===== src/rtl/ram_upload_server.sv =====
// Streams console RAM bytes to the HPS upload port while holding the console CPU off the RAM port.
// Optional running checksum of RAM-sourced bytes is built only when UPLOAD_CHECKSUM_EN is defined.
module ram_upload_server #(
  parameter int                ADDR_W      = 16,
  parameter logic [ADDR_W-1:0] BASE_ADDR   = '0,
  parameter int                SIZE        = 65536,
  parameter int                RAM_LAT     = 1,
  parameter int                HOLD_CYCLES = 4,
  parameter logic [7:0]        FILL        = 8'hFF
) (
  input  logic              clk_sys,
  input  logic              reset_n,
  input  logic              ioctl_upload,
  input  logic              ioctl_rd,
  input  logic [24:0]       ioctl_addr,
  output logic [7:0]        ioctl_din,
  output logic              ioctl_wait,
  output logic              cpu_hold,
  output logic [ADDR_W-1:0] mem_addr,
  output logic              mem_rd,
  input  logic [7:0]        mem_q,
  output logic [16:0]       byte_cnt,
  output logic [7:0]        checksum
);

  typedef enum logic [1:0] {S_IDLE, S_HOLD, S_READY, S_WAIT} state_e;

  localparam logic [25:0] SIZE_W = 26'(SIZE);

  state_e            state_q, state_d;
  logic              upload_q;
  logic [15:0]       hold_cnt_q, hold_cnt_d;
  logic [1:0]        lat_cnt_q, lat_cnt_d;
  logic [7:0]        din_q, din_d;
  logic              mem_rd_q, mem_rd_d;
  logic [ADDR_W-1:0] mem_addr_q, mem_addr_d;
  logic [16:0]       byte_cnt_q, byte_cnt_d;
  logic              upload_rise;
  logic              in_range;

`ifdef UPLOAD_CHECKSUM_EN
  logic [7:0]        checksum_q, checksum_d;
`endif

  // upload_q resets low, so a level already high at reset release reads as a rise.
  assign upload_rise = ioctl_upload & ~upload_q;
  assign in_range    = {1'b0, ioctl_addr} < SIZE_W;

  // NOTE: every signal written here gets a default first, so no path leaves it unassigned (no latch).
  always_comb begin
    state_d    = state_q;
    hold_cnt_d = hold_cnt_q;
    lat_cnt_d  = lat_cnt_q;
    din_d      = din_q;
    mem_rd_d   = 1'b0;
    mem_addr_d = mem_addr_q;
    byte_cnt_d = byte_cnt_q;
`ifdef UPLOAD_CHECKSUM_EN
    checksum_d = checksum_q;
`endif

    // An upload fall outranks everything, including a coincident ioctl_rd.
    if (state_q != S_IDLE && !ioctl_upload) begin
      state_d = S_IDLE;
    end else begin
      case (state_q)
        S_IDLE: begin
          if (upload_rise) begin
            state_d    = S_HOLD;
            hold_cnt_d = 16'(HOLD_CYCLES - 1);
            byte_cnt_d = '0;
`ifdef UPLOAD_CHECKSUM_EN
            checksum_d = '0;
`endif
          end
        end
        S_HOLD: begin
          if (hold_cnt_q == 16'd0) state_d = S_READY;
          else                     hold_cnt_d = hold_cnt_q - 16'd1;
        end
        S_READY: begin
          if (ioctl_rd) begin
            if (in_range) begin
              mem_addr_d = BASE_ADDR + ioctl_addr[ADDR_W-1:0];
              mem_rd_d   = 1'b1;
              lat_cnt_d  = 2'(RAM_LAT);
              state_d    = S_WAIT;
            end else begin
              din_d = FILL;
            end
          end
        end
        S_WAIT: begin
          if (lat_cnt_q == 2'd0) begin
            din_d      = mem_q;
            byte_cnt_d = (byte_cnt_q == 17'h1FFFF) ? byte_cnt_q : byte_cnt_q + 17'd1;
`ifdef UPLOAD_CHECKSUM_EN
            checksum_d = checksum_q + mem_q;
`endif
            state_d    = S_READY;
          end else begin
            lat_cnt_d = lat_cnt_q - 2'd1;
          end
        end
        default: state_d = S_IDLE;
      endcase
    end
  end

  // NOTE: sequential state uses non-blocking assignments so all flops update from pre-edge values.
  always_ff @(posedge clk_sys or negedge reset_n) begin
    if (!reset_n) begin
      state_q    <= S_IDLE;
      upload_q   <= 1'b0;
      hold_cnt_q <= '0;
      lat_cnt_q  <= '0;
      din_q      <= '0;
      mem_rd_q   <= 1'b0;
      mem_addr_q <= '0;
      byte_cnt_q <= '0;
    end else begin
      state_q    <= state_d;
      upload_q   <= ioctl_upload;
      hold_cnt_q <= hold_cnt_d;
      lat_cnt_q  <= lat_cnt_d;
      din_q      <= din_d;
      mem_rd_q   <= mem_rd_d;
      mem_addr_q <= mem_addr_d;
      byte_cnt_q <= byte_cnt_d;
    end
  end

`ifdef UPLOAD_CHECKSUM_EN
  always_ff @(posedge clk_sys or negedge reset_n) begin
    if (!reset_n) checksum_q <= '0;
    else          checksum_q <= checksum_d;
  end
  assign checksum = checksum_q;
`else
  assign checksum = 8'h00;
`endif

  // Status outputs decode straight from the state register.
  assign cpu_hold   = (state_q != S_IDLE);
  assign ioctl_wait = (state_q == S_HOLD) || (state_q == S_WAIT);
  assign ioctl_din  = din_q;
  assign mem_rd     = mem_rd_q;
  assign mem_addr   = mem_addr_q;
  assign byte_cnt   = byte_cnt_q;

endmodule

===== config.mk =====
export PLATFORM = sky130hd
export DESIGN_NAME = ram_upload_server
export DESIGN_NICKNAME = d
export VERILOG_FILES = /design/src/rtl/ram_upload_server.sv
export SDC_FILE = /design/constraint.sdc
export NUM_CORES = 1
export LEC_CHECK = 0
export ABC_AREA = 1
export BUFFER_PORTS_ARGS = -buffer_cell sky130_fd_sc_hd__buf_4
export CAP_MARGIN = 20
export CORE_MARGIN = 2
export CORE_UTILIZATION = 45
export DETAILED_ROUTE_END_ITERATION = 6
export GPL_TIMING_DRIVEN = 0
export PLACE_DENSITY = 0.72
export SLEW_MARGIN = 20
export SYNTH_ARGS = -nofsm -noshare
export SYNTH_HDL_FRONTEND = slang
export SYNTH_SLANG_ARGS = --single-unit
export TNS_END_PERCENT = 100

===== constraint.sdc =====
create_clock -name clk_sys -period 1.8 [get_ports clk_sys]
set_input_delay 0.09 -clock clk_sys [delete_from_list [all_inputs] [get_ports clk_sys]]
set_output_delay 0.09 -clock clk_sys [all_outputs]
set_load 0.02 [all_outputs]

== After elaboration in Yosys (flattened, before gate mapping) ==
Index checks and enable logic that the tools add are counted.
Word-level totals
  register bits after elaboration: 63
  bits in latches: 0
  memory bits (writable): 0
  memory bits (read-only): 0
  bits of input ports: 37
  logic and storage cells: 74
  memories: 0
Operators by class
  add/sub/neg operators: 3
  multipliers: 0
  div/mod/pow operators: 0
  order comparisons: 1
  equality and inequality tests: 17
  shift-type cells: 0
  multiplexer cells: 26
  bitwise gates (word level): 3
  reductions and logical operators: 16
Operator list (number)
  $mux 17: 3
  $pmux 17 s2: 1
  $mux 16: 2
  $pmux 16 s2: 1
  $lt 25x17->1 const B: 1
  $mux 8: 3
  $reduce_and 5->1: 4
  $mux 2: 9
  $add 17x1->17 const B: 1
  $eq 17x17->1 const B: 1
  $logic_not 16->1: 1
  $ne 2x2->1 const B: 8
  $pmux 8 s2: 1
  $sub 16x1->16 const B: 1
  $ne 3x3->1 const B: 5
  $pmux 2 s4: 1
  $reduce_and 4->1: 2
  $reduce_bool 2->1: 4
  $eq 2x2->1 const B: 2
  $logic_not 2->1: 2
  $mux 1: 4
  $pmux 2 s2: 1
  $eq 2x1->1 const B: 1
  $not 1->1: 2
  5 further kinds: 5

== Depth between registers and ports, before layout ==
  depth in word-level cells: 5
  mapped depth: 13
  mapped depth without buffers: 13

== Worst setup path before layout ==
Ideal clock, no wire load.
  path type: reg2reg
  start point: reg byte_cnt_q[1], in the netlist byte_cnt[1]
  end point: reg byte_cnt_q[6], in the netlist byte_cnt[6]
  library setup time: 0.117 ns
  arrival time: 1.924 ns
  data required time: 1.683 ns
  setup slack: -0.242 ns
  stages on the path, launching flop included: 13
  cells stage by stage: dfrtp_1 -> ha_1 -> nand3_1 -> nor3_2 -> nand2_1 -> nor3_1 -> ha_1 -> o21ai_2 -> nand2_4 -> nor2_8 -> buf_6 -> nand3_1 -> nand2_1
On the way
  cells in the longest elaborated chain, start to end: 4
  elaborated cells between the ends (all ways): 7
  those cells by class: add/sub (1); eq/ne (2); mux (3); reduce/logical (1)
Ends and longest elaborated chain
  from (decl): line 37  | logic [16:0] byte_cnt_q, byte_cnt_d;
  from (signal assigned): line 129  | byte_cnt_q <= byte_cnt_d;
  $add 17x1->17: line 96  | byte_cnt_d = (byte_cnt_q == 17'h1FFFF) ? byte_cnt_q : byte_cnt_q + 17'd1;
  $mux 17: line 96
  $mux 17: line 94  | if (lat_cnt_q == 2'd0) begin
  $pmux 17 s2: line 66  | case (state_q)
Parallel ways exist; a longest one is shown, timed or not. The select of a mux whose other input is x is not followed.
A chain may end at the register's enable or synchronous reset.

== Worst setup path after layout ==
  start point: reg byte_cnt_q[0], in the netlist byte_cnt[0]
  end point: reg byte_cnt_q[8], in the netlist byte_cnt[8]
The elaborated chain is that of the path after synthesis.

==> flow_summary_export.csv <==
group,metric,value,unit
finish,design_area,4932,um2
finish,final_layout_size_suffix_gt1_share,30.26,%
finish,multi_input_area,1804,um2
setup_path,r2r_start,"byte_cnt[0]$_DFFE_PN0P_",
power_and_ir_drop,power_density,1226,nW/um2
finish,regArea,1582,um2
global_route,antenna_found_initial,0,
cts,ctsLongestPathBuffers,2,
synth,yosys_most_used_dff,"dfrtp_1",
drt,drc_errors,0,
cts,cts_tree,"built",
power_and_ir_drop,power_leakage,2.588,nW
job,maxCapViolations,0,
global_route,grt_max_degree,64,
synth,synth_top_cells_by_count,"133 x nand2_1, 63 x dfrtp_1, 49 x nor2_1",
setup_path,reg2reg_slack,-0.13,ns
synth,synth_area_leaders,"dfrtp_1 45%, nand2_1 14%, nor2_1 5.2%",
sta,slew_headroom,47.39,%
finish,syn2layout_area_growth,40.18,%
synth,synth_edf_count,0,
synth,async_flop_share,100.0,%
finish,fillers,678,
sta,rsz0062_at_grt,"yes",
die,core,7647,um2
setup_path,critical_path_class,"reg -> reg",
power_and_ir_drop,p_seq_share,32.7,%
sta,min_period,1.927,ns
sta,layout_setup_ws,-0.1268,ns
power_and_ir_drop,internal_power,0.003484,W
global_route,grt_pass1_wl,15270,um
outcome,status,"finished with violations",
power_and_ir_drop,power.switching,0.002561,W
synth,synth_area,3518,um2
setup_path,start_kind,"register",
drt,antenna_left,0,
cts,cts-root-buf,"clkbuf_8",
power_and_ir_drop,ir_drop,0.0006747,V
global_route,grtUsageTotal,22.26,%
setup_path,arrival,2.16,ns
hold_path,hold_class,"in -> reg",
sta,hold_violations,0,
finish,n_antenna_cell,0,
finish,fin_util,64.50,%
synth,synth-seq-area-share,44.81,%
die,io_pins,89,
die,die_w,92.42,um
cts,numCtsBuffers,9,
synth,yosys.cell_count.top_type,"nand2_1",
synth,synth_top_area_cell,"dfrtp_1",
drt,drtIter0Drc,171,
synth,syn_area_per_cell,7.854,um2
sta,finalMaxSlewViolations,0,
power_and_ir_drop,clkPwrFrac,20.2,%
power_and_ir_drop,netSwitchingFraction,42.37,%
cts,htreeDepth,3,
place,gp_routability_congestion,0.8743,
synth,yosysUniqueCellTypes,37,
die,dieArea,8541,um2
drt,wire_per_inst,12.78,um
hold_path,worstHoldPathCells,3,
sta,worst_pin_slew,0.7892,ns
outcome,violations,"negative setup slack",
sta,fmax,519.0,MHz
setup_path,crit_path_end_kind,"register",
power_and_ir_drop,power.total,0.006045,W
synth,postSynthCellCount,448,
synth,synth_top_area_share,44.81,%
setup_path,crit_required,2.03,ns
cts,clk_latency,0.34,ns
sta,fin_skew,0.01439,ns
place,portBuffers,80,
synth,ys_seq_elements,63,
global_route,grt_overflow,0,
die,start_util,46.01,%
power_and_ir_drop,comb_power_share,47.1,%
synth,synth_warnings,0,
die,die_h,92.42,um
finish,final_nets,623,
global_route,grt_pass1_vias,3454,
cts,cts.sinks,63,
drt,wirelength,8781,um
drt,viasPerCell,4.939,
cts,clk_pin_slew_worst_paths,0.08,ns
setup_path,worstPathMaxFanout,7,
hold_path,min_to,"ioctl_din[7]$_DFFE_PN0P_",
hold_path,worstHoldStart,"mem_q[7]",
drt,vias,3393,
drt,drt_first_pass_iters,5,
place,hpwl,5908,um
die,rows,32,
setup_path,reg2regPathDepth,12,
sta,finalSetupViolCount,17,
place,placed_area,4318,um2
sta,post-route-period-util,107.0,%
setup_path,r2r_end,"byte_cnt[8]$_DFFE_PN0P_",
## placed cells by master (no fill, tap or decap), types with 4 or more instances in the layout
cell,synthesis,layout
nor2_4,3,5
a21o_1,5,5
dfrtp_1,63,59
buf_4,11,101
dfrtp_2,0,4
conb_1,1,8
nor3_4,0,4
clkbuf_8,0,10
clkbuf_1,3,4
inv_1,30,28
nor2_1,49,47
buf_6,3,5
o21ai_1,30,30
xor2_1,7,7
inv_2,7,9
nand3_1,35,33
dlygate4sd3_1,0,22
nand2_2,5,9
o21ai_0,8,7
nand2_1,133,128
nor3_1,9,6
nand4_1,13,13
## flip-flops by register name (all words and copies together), names as in the netlist
signal / flops
upload_q: 1
hold_cnt_q: 16
mem_rd: 1
mem_addr: 16
byte_cnt: 17
lat_cnt_q: 2
ioctl_din: 8
state_q: 2
## area by class of cell
class / count / area share, %
plain buffers: 20 / 3.171
clock buffers: 11 / 2.867
clock inverters: 4 / 0.9640
inverters: 37 / 2.816
multi-input cells: 335 / 36.58
flip-flops and latches: 63 / 32.07
well taps: 102 / 2.588
repair buffers: 115 / 18.95
## cells by family after synthesis
group / share of synthesized area [%]
simple gates: 33.71
other cells: 0.1066
xor+xnor: 2.241
flops: 44.81
compound gates: 9.068
fa+ha+maj: 1.778
buf+inv: 8.286
## timing repair
action	CTS	global route
pin swaps	5	1
resized for setup	15	12
buffers inserted	11	1
hold buffers	21	1
cloned	1	0
endpoints found under the hold margin	83	1
setup endpoints to repair	17	32
## per-layer routing
metal	wire length, um	GRT usage, %	share of wire [%]
met1	3933	29.23	45
met2	4212	36.25	48
met3	471	4.801	5.4
met4	164	8.209	1.9
met5	0	0	0
## worst max-delay path, cell delays in order, from the launching register on
cell	delay, ns
dfrtp_2	0.39
ha_4	0.15
nand3_4	0.09
nor3_4	0.20
nand2_2	0.11
nor3_4	0.15
ha_2	0.22
o21ai_4	0.08
nand2_4	0.10
nor2_8	0.06
buf_12	0.13
nand4_1	0.06
o21ai_1	0.06
## power groups by stage
stage / combinational (W) / clock, W / sequential (W)
final: 0.00285 / 0.00122 / 0.00197
after detailed placement: 0.00272 / 0 / 0.00199
after floorplan: 0.00195 / 0 / 0.00203
after CTS: 0.00285 / 0.00124 / 0.00197
after global placement: 0.00264 / 0 / 0.00197
after global routing: 0.00322 / 0.00131 / 0.00201
## metrics by stage
step	instances	setup slack [ns]	setup TNS, ns	hold WS (ns)
after floorplan	455	-0.1377	-1.223	-0.2056
after CTS	685	-0.1045	-1.259	0.0008918
final	687	-0.1268	-1.552	0.005011
after global routing	687	-0.2345	-3.145	0.02441
after global placement	637	-0.2702	-3.562	0.2368
after detailed placement	637	-0.2903	-3.874	0.2327
## how the worst max path moves through the flow
stage                                  from                      end  slack (ns)  cells after the start
finish              byte_cnt[0]$_DFFE_PN0P_  byte_cnt[8]$_DFFE_PN0P_       -0.13                     12
global route        byte_cnt[1]$_DFFE_PN0P_  byte_cnt[8]$_DFFE_PN0P_       -0.23                     12
CTS                 byte_cnt[0]$_DFFE_PN0P_  byte_cnt[6]$_DFFE_PN0P_       -0.10                     12
detailed placement  byte_cnt[1]$_DFFE_PN0P_  byte_cnt[6]$_DFFE_PN0P_       -0.29                     12
global placement    byte_cnt[1]$_DFFE_PN0P_  byte_cnt[6]$_DFFE_PN0P_       -0.27                     12
floorplan           byte_cnt[1]$_DFFE_PN0P_  byte_cnt[6]$_DFFE_PN0P_       -0.14                     12
(Power assumes the default switching activity.)
